File: config.mk
export PLATFORM = sky130hd
export DESIGN_NAME = io_output_bank
export DESIGN_NICKNAME = d
export VERILOG_FILES = /design/src/rtl/io_out_pkg.sv /design/src/rtl/io_out_port_slice.sv /design/src/rtl/io_output_bank.sv
export SDC_FILE = /design/constraint.sdc
export NUM_CORES = 1
export LEC_CHECK = 0
export CELL_PAD_IN_SITES_DETAIL_PLACEMENT = 1
export CELL_PAD_IN_SITES_GLOBAL_PLACEMENT = 1
export CORE_ASPECT_RATIO = 0.7
export CORE_MARGIN = 4
export CORE_UTILIZATION = 40
export CTS_BUF_LIST = sky130_fd_sc_hd__clkbuf_8
export CTS_CLUSTER_DIAMETER = 200
export DETAILED_ROUTE_END_ITERATION = 16
export GPL_TIMING_DRIVEN = 0
export PLACE_DENSITY_LB_ADDON = 0.1
export SLEW_MARGIN = 20
export SYNTH_ARGS = -nofsm -noshare
export SYNTH_HDL_FRONTEND = slang
export SYNTH_HIERARCHICAL = 1
export SYNTH_SLANG_ARGS = --single-unit
File: constraint.sdc
create_clock -name io_clk -period 2.68 [get_ports io_clk]
set_input_delay 0.268 -clock io_clk [delete_from_list [all_inputs] [get_ports io_clk]]
set_output_delay 0.268 -clock io_clk [all_outputs]
set_load 0.05 [all_outputs]
File: src/rtl/io_out_pkg.sv
// rtl/io_out_pkg.sv - shared encodings and helpers for the I/O output port bank
// Write-op codes, status field offsets and byte-enable mask expansion.
package io_out_pkg;

  localparam logic [1:0] OP_WR  = 2'b00;
  localparam logic [1:0] OP_SET = 2'b01;
  localparam logic [1:0] OP_CLR = 2'b10;
  localparam logic [1:0] OP_TGL = 2'b11;

  localparam int ST_VALID_LSB = 0;
  localparam int ST_OVR_LSB   = 16;

  // Lanes at or above dw/8 never contribute, so narrow ports ignore high enables.
  function automatic logic [31:0] be_to_mask(input logic [3:0] be, input int dw);
    logic [31:0] m;
    m = '0;
    for (int b = 0; b < 4; b++) begin
      if ((b < dw / 8) && be[b]) begin
        m[b*8 +: 8] = 8'hFF;
      end
    end
    return m;
  endfunction

endpackage

File: src/rtl/io_out_port_slice.sv
// rtl/io_out_port_slice.sv - one output port: data register, valid flag, sticky overrun
// Applies WR/SET/CLR/TGL under a byte mask and tracks the consumer handshake.
module io_out_port_slice
  import io_out_pkg::*;
#(
  parameter int DW = 32
) (
  input  logic          io_clk,
  input  logic          clrn,
  input  logic          hit,
  input  logic [1:0]    op,
  input  logic [DW-1:0] mask,
  input  logic [DW-1:0] data,
  input  logic          ack,
  input  logic          ovr_clr,
  output logic [DW-1:0] port_data,
  output logic          port_valid,
  output logic          port_ovr
);

  logic [DW-1:0] data_d, data_q;
  logic          valid_d, valid_q;
  logic          ovr_d, ovr_q;
  logic [DW-1:0] dm;
  logic          ovr_set;

  always_comb begin
    dm     = data & mask;
    data_d = data_q;
    if (hit) begin
      case (op)
        OP_WR:   data_d = (data_q & ~mask) | dm;
        OP_SET:  data_d = data_q | dm;
        OP_CLR:  data_d = data_q & ~dm;
        default: data_d = data_q ^ dm;
      endcase
    end
  end

  // A write wins over a same-cycle ack; an unacknowledged write on pending data overruns.
  always_comb begin
    valid_d = valid_q;
    if (hit) begin
      valid_d = 1'b1;
    end else if (ack) begin
      valid_d = 1'b0;
    end
    ovr_set = hit & valid_q & ~ack;
    ovr_d   = ovr_set | (ovr_q & ~ovr_clr);
  end

  always_ff @(posedge io_clk or negedge clrn) begin
    if (!clrn) begin
      data_q  <= '0;
      valid_q <= 1'b0;
      ovr_q   <= 1'b0;
    end else begin
      data_q  <= data_d;
      valid_q <= valid_d;
      ovr_q   <= ovr_d;
    end
  end

  assign port_data  = data_q;
  assign port_valid = valid_q;
  assign port_ovr   = ovr_q;

endmodule

File: src/rtl/io_output_bank.sv
// rtl/io_output_bank.sv - memory-mapped output port bank with status and read-back
// Decodes the MEM-stage I/O bus into port slices, a W1C status register and a read mux.
module io_output_bank
  import io_out_pkg::*;
#(
  parameter int         NPORTS   = 3,
  parameter int         DW       = 32,
  parameter logic [5:0] BASE_IDX = 6'h23
) (
  input  logic                 io_clk,
  input  logic                 clrn,
  input  logic [31:0]          addr,
  input  logic [31:0]          datain,
  input  logic [3:0]           be,
  input  logic                 write_io_enable,
  input  logic                 read_io_enable,
  input  logic [NPORTS-1:0]    port_ack,
  output logic [NPORTS*DW-1:0] out_port,
  output logic [NPORTS-1:0]    port_valid,
  output logic [31:0]          rd_data,
  output logic                 rd_hit
);

  logic [5:0]        idx;
  logic              port_hit;
  logic              st_hit;
  logic [1:0]        wr_op;
  logic [31:0]       mask_full;
  logic [DW-1:0]     mask;
  logic [NPORTS-1:0] wr_hit;
  logic [NPORTS-1:0] ovr_clr;
  logic [NPORTS-1:0] ovr;
  logic [DW-1:0]     port_data [NPORTS];
  logic              unused_bits;

  // Subtraction wraps on 6 bits, so addresses below the base land far out of range.
  assign idx       = addr[7:2] - BASE_IDX;
  assign port_hit  = {1'b0, idx} < 7'(NPORTS);
  assign st_hit    = {1'b0, idx} == 7'(NPORTS);
  assign wr_op     = addr[9:8];
  assign mask_full = be_to_mask(be, DW);
  assign mask      = mask_full[DW-1:0];

  assign unused_bits = ^{addr[31:10], addr[1:0], mask_full};

  for (genvar i = 0; i < NPORTS; i++) begin : g_port
    // Status clears use the full 32-bit lane enables, independent of port width.
    assign wr_hit[i]  = write_io_enable & port_hit & (idx == 6'(i));
    assign ovr_clr[i] = write_io_enable & st_hit & datain[ST_OVR_LSB + i]
                        & be[(ST_OVR_LSB + i) / 8];

    io_out_port_slice #(
      .DW(DW)
    ) u_slice (
      .io_clk    (io_clk),
      .clrn      (clrn),
      .hit       (wr_hit[i]),
      .op        (wr_op),
      .mask      (mask),
      .data      (datain[DW-1:0]),
      .ack       (port_ack[i]),
      .ovr_clr   (ovr_clr[i]),
      .port_data (port_data[i]),
      .port_valid(port_valid[i]),
      .port_ovr  (ovr[i])
    );

    assign out_port[i*DW +: DW] = port_data[i];
  end

  logic [31:0] rd_val;
  logic        rd_hit_val;
  logic [31:0] rd_data_d, rd_data_q;
  logic        rd_hit_d, rd_hit_q;

  // Reads see pre-edge register state, so a same-cycle write is not visible yet.
  always_comb begin
    rd_val     = '0;
    rd_hit_val = 1'b0;
    if (port_hit) begin
      rd_hit_val = 1'b1;
      for (int i = 0; i < NPORTS; i++) begin
        if (idx == 6'(i)) begin
          rd_val[DW-1:0] = port_data[i];
        end
      end
    end else if (st_hit) begin
      rd_hit_val = 1'b1;
      rd_val[ST_VALID_LSB +: NPORTS] = port_valid;
      rd_val[ST_OVR_LSB +: NPORTS]   = ovr;
    end
    rd_data_d = read_io_enable ? rd_val : rd_data_q;
    rd_hit_d  = read_io_enable ? rd_hit_val : rd_hit_q;
  end

  always_ff @(posedge io_clk or negedge clrn) begin
    if (!clrn) begin
      rd_data_q <= '0;
      rd_hit_q  <= 1'b0;
    end else begin
      rd_data_q <= rd_data_d;
      rd_hit_q  <= rd_hit_d;
    end
  end

  assign rd_data = rd_data_q;
  assign rd_hit  = rd_hit_q;

endmodule

==> impl_metrics.json <==
{
  "final_cell_count_no_fill": 1832,
  "fin_worst_hold_slack_ns": 0.208,
  "power_leakage_nw": 6.05,
  "initial_core_util_pct": 40.9,
  "syn-instance-count": 1258,
  "async_flop_share_pct": 100,
  "post_synth_xor_area_fraction_pct": 0.0794,
  "sequential_share_of_the_synthesized_area_pct": 30.6,
  "synthesis.yosys.warnings": 6,
  "avgSynthCellArea_um2": 8.77,
  "final_min_period_ns": 2.54,
  "path_delay_family": "buffers and inverters",
  "globalRoute.busiestLayer": "met2",
  "residual_drc": 0,
  "clock-sinks": 135,
  "number_of_buffers_inserted_during_clock_tree_synthesis": 17,
  "timing_max_transition_violations_final": 0,
  "setup.worst_path.end_class": "register",
  "ys_dominant_reg_cell": "sky130_fd_sc_hd__dfrtp_1",
  "longest_clk_path_bufs": 2,
  "clock_insertion_delay_worst_skew_ns": 0.46,
  "critPathCapture": "g_port[2].u_slice/port_data[31]",
  "synth.cell_area_mm2": 0.0110,
  "dieHeight_um": 147,
  "clk_pin_slew_worst_paths_ns": 0.08,
  "syn2layout_area_growth_pct": 23.7,
  "post_route_cells_drive_above_1_share_pct": 20.5,
  "cts.repair_timing.setup_buffer_count": 0,
  "row_count": 50,
  "dieWidth_um": 206,
  "cts_max_level": 4,
  "critical_path_start_end_classification": "in -> reg",
  "crit_required_ns": 3.05,
  "synth_common_cells": "sky130_fd_sc_hd__nand2_1 (192), sky130_fd_sc_hd__dfrtp_1 (135), sky130_fd_sc_hd__inv_1 (129)",
  "max_freq_ghz": 0.394,
  "gpl.final_weighted_congestion": 0.823,
  "final.setup.tns_ns": 0,
  "critical_path_depth": 10,
  "power_density_mw_per_mm2": 334,
  "hold_viol": 0,
  "synth_edf_count": 0,
  "synth-compound-area-share_pct": 35.4,
  "core_area_mm2": 0.0270,
  "cp.arrival_ns": 2.91,
  "globalRouteMet1Util_pct": 42.8,
  "worstSetupStartpointType": "input port",
  "slowest_stage": "sky130_fd_sc_hd__clkdlybuf4s50_1",
  "layout.nets": 1629,
  "holdCritPathClass": "in -> reg",
  "setup_viol": 0,
  "syn-num-nets": 1429,
  "grt_start_max_net_pins": 77,
  "total_power_mw": 4.55,
  "critical_path.max_stage_delay_ns": 0.55,
  "grt.total_usage_pct": 28.8,
  "antenna_violations_before_repair": 0,
  "routedWlPerCell_um": 24.0,
  "worst_r2r_path_depth": 4,
  "tightestPinTransition_ns": 0.930,
  "post_synth_fa_ha_maj_area_fraction_pct": 10.9,
  "dpl.hpwl_um": 31700,
  "gr-total-overflow": 0,
  "yosys_register_bits": 135,
  "slew-limit-headroom_pct": 38.0,
  "synthTopCellsByArea": "sky130_fd_sc_hd__dfrtp_1 (31%), sky130_fd_sc_hd__a221oi_2 (12%), sky130_fd_sc_hd__ha_1 (11%)",
  "combinational_family_with_the_most_area_after_synthesis": "compound AO/OA/AOI/OAI gates",
  "synth.most_common_cell": "sky130_fd_sc_hd__nand2_1",
  "cts_tree": "built",
  "grt.met2_usage_pct": 44.4,
  "hold_path_startpoint": "addr[8]",
  "critical_path.reg2reg.endpoint": "g_port[2].u_slice/port_data[31]",
  "root_buffer": "sky130_fd_sc_hd__clkbuf_8",
  "netlist.top_cell.by_area": "sky130_fd_sc_hd__dfrtp_1",
  "drt_wl_total_um": 43900,
  "design.die.area_mm2": 0.0303,
  "timing.clock.skew_ns": 0.0105,
  "synth_simple_gate_area_share_pct": 13.4,
  "met3_usage_in_global_routing_pct": 4.52,
  "critical_path_fanouts_max": 10,
  "regToRegSetupSlack_ns": 1.27,
  "placement.io_buffers": 180,
  "post_drt_via_cell_ratio": 5.96,
  "irDropWorstVdd_mv": 0.238,
  "insertedDiodeCount": 0,
  "routed-via-count": 10900,
  "post_synth_mux_area_share_pct": 0.0907,
  "antenna_violating_nets_post_route": 0,
  "grt_pass1_wl_um": 67500,
  "final_clock_period_utilization_by_the_worst_path_pct": 94.8,
  "grt_pass1_vias": 11100,
  "crit-reg2reg-launch": "g_port[2].u_slice/port_data[31]",
  "max_cap_violations": 0,
  "critical_path_buf_inv_count": 5,
  "dp.cells": 1803,
  "number_of_detailed_routing_iterations_run_before_antenna_repair": 7,
  "rsz0062_at_grt": "false",
  "run_status": "complete, no violations",
  "synthDistinctLibCells": 37,
  "critical_path.startpoint": "addr[3]",
  "dr.first_iter.drc_count": 702,
  "synth_largest_type_area_fraction_pct": 30.6,
  "pin_count": 207,
  "worstPathCellList": "clkdlybuf4s50_1 > nand2b_1 > buf_4 > nor2_2 > buf_2 > and2_1 > buf_6 > clkbuf_1 > nor2_1 > a221oi_2",
  "fin_util_pct": 50.6
}
## registers in the layout, summed over array words and instances, names as in the netlist
signal	flops
g_port.u_slice/port_data	96
rd_data	32
g_port.u_slice/port_ovr	3
g_port.u_slice/port_valid	3
rd_hit	1
## through the flow
stage	area [um^2]	setup slack [ns]
after floorplan	11000	0.838
after global placement	13300	-4.85
after detailed placement	13300	-0.501
after CTS	13600	0.00592
after global routing	13600	0.0305
final	13600	0.139
## how the worst min path moves through the flow
stage	endpoint	cells past startpoint
final	g_port[1].u_slice/port_data[20]	4
after global routing	g_port[0].u_slice/port_data[20]	4
after CTS	g_port[0].u_slice/port_data[11]	3
after detailed placement	g_port[2].u_slice/port_data[26]	1
after global placement	g_port[0].u_slice/port_ovr	1
after floorplan	g_port[0].u_slice/port_data[0]	0
## layer usage
metal  vias to the layer above  part of all wire, %
met1                      5606                   47
met3                        42                  6.5
met2                       380                   45
met4                         0                  1.5
met5                         -                    0
li1                       4899                    -
## worst min-delay path, cell delays in order
cell                       delay [ns]
sky130_fd_sc_hd__buf_4           0.14
sky130_fd_sc_hd__nand2_1         0.06
sky130_fd_sc_hd__o21ai_0         0.09
sky130_fd_sc_hd__a221oi_2        0.07
## cells by family (layout without fill, tap and decap cells)
kind of cell / after synthesis / after routing
compound gates: 461 / 461
simple gates: 349 / 349
buf+inv: 215 / 425
flops: 135 / 135
fa+ha+maj: 96 / 96
xor+xnor: 1 / 1
mux: 1 / 1
## area by class of cell
class / instances / area, um^2
Clock inverter: 9 / 40.0
Buffer: 85 / 573
Timing Repair Buffer: 182 / 1830
Multi-Input combinational cell: 908 / 6600
Inverter: 129 / 484
Clock buffer: 20 / 275
Tap cell: 364 / 455
Fill cell: 3207 / 13300
Sequential cell: 135 / 3380
## power breakdown
group          internal [mW]  switching [mW]
Combinational          0.292           0.643
Sequential              2.06          0.0390
Clock                  0.676           0.846
Total                   3.02            1.53
## cells in the final DEF (no fill, tap or decap), types with 7 or more instances in the layout
master / synthesis / layout
sky130_fd_sc_hd__nand2_1: 192 / 192
sky130_fd_sc_hd__clkdlybuf4s50_1: 0 / 175
sky130_fd_sc_hd__dfrtp_1: 135 / 135
sky130_fd_sc_hd__inv_1: 129 / 133
sky130_fd_sc_hd__nor2_1: 128 / 128
sky130_fd_sc_hd__o21ai_0: 103 / 103
sky130_fd_sc_hd__a21oi_1: 96 / 96
sky130_fd_sc_hd__ha_1: 96 / 96
sky130_fd_sc_hd__o21ai_2: 90 / 90
sky130_fd_sc_hd__a221oi_2: 90 / 90
sky130_fd_sc_hd__a221oi_1: 38 / 38
sky130_fd_sc_hd__buf_2: 28 / 28
sky130_fd_sc_hd__buf_6: 24 / 24
sky130_fd_sc_hd__clkbuf_8: 0 / 20
sky130_fd_sc_hd__clkbuf_1: 25 / 17
sky130_fd_sc_hd__o32ai_1: 16 / 16
sky130_fd_sc_hd__buf_4: 8 / 12
sky130_fd_sc_hd__o32ai_2: 10 / 10
sky130_fd_sc_hd__clkbuf_2: 0 / 7
## repair_timing
action,CTS,global route
hold endpoints to repair,59,0
resized for setup,1,12
hold buffers,1,0
endpoints found under the setup margin,2,59
Power figures use the tool's default switching activity.
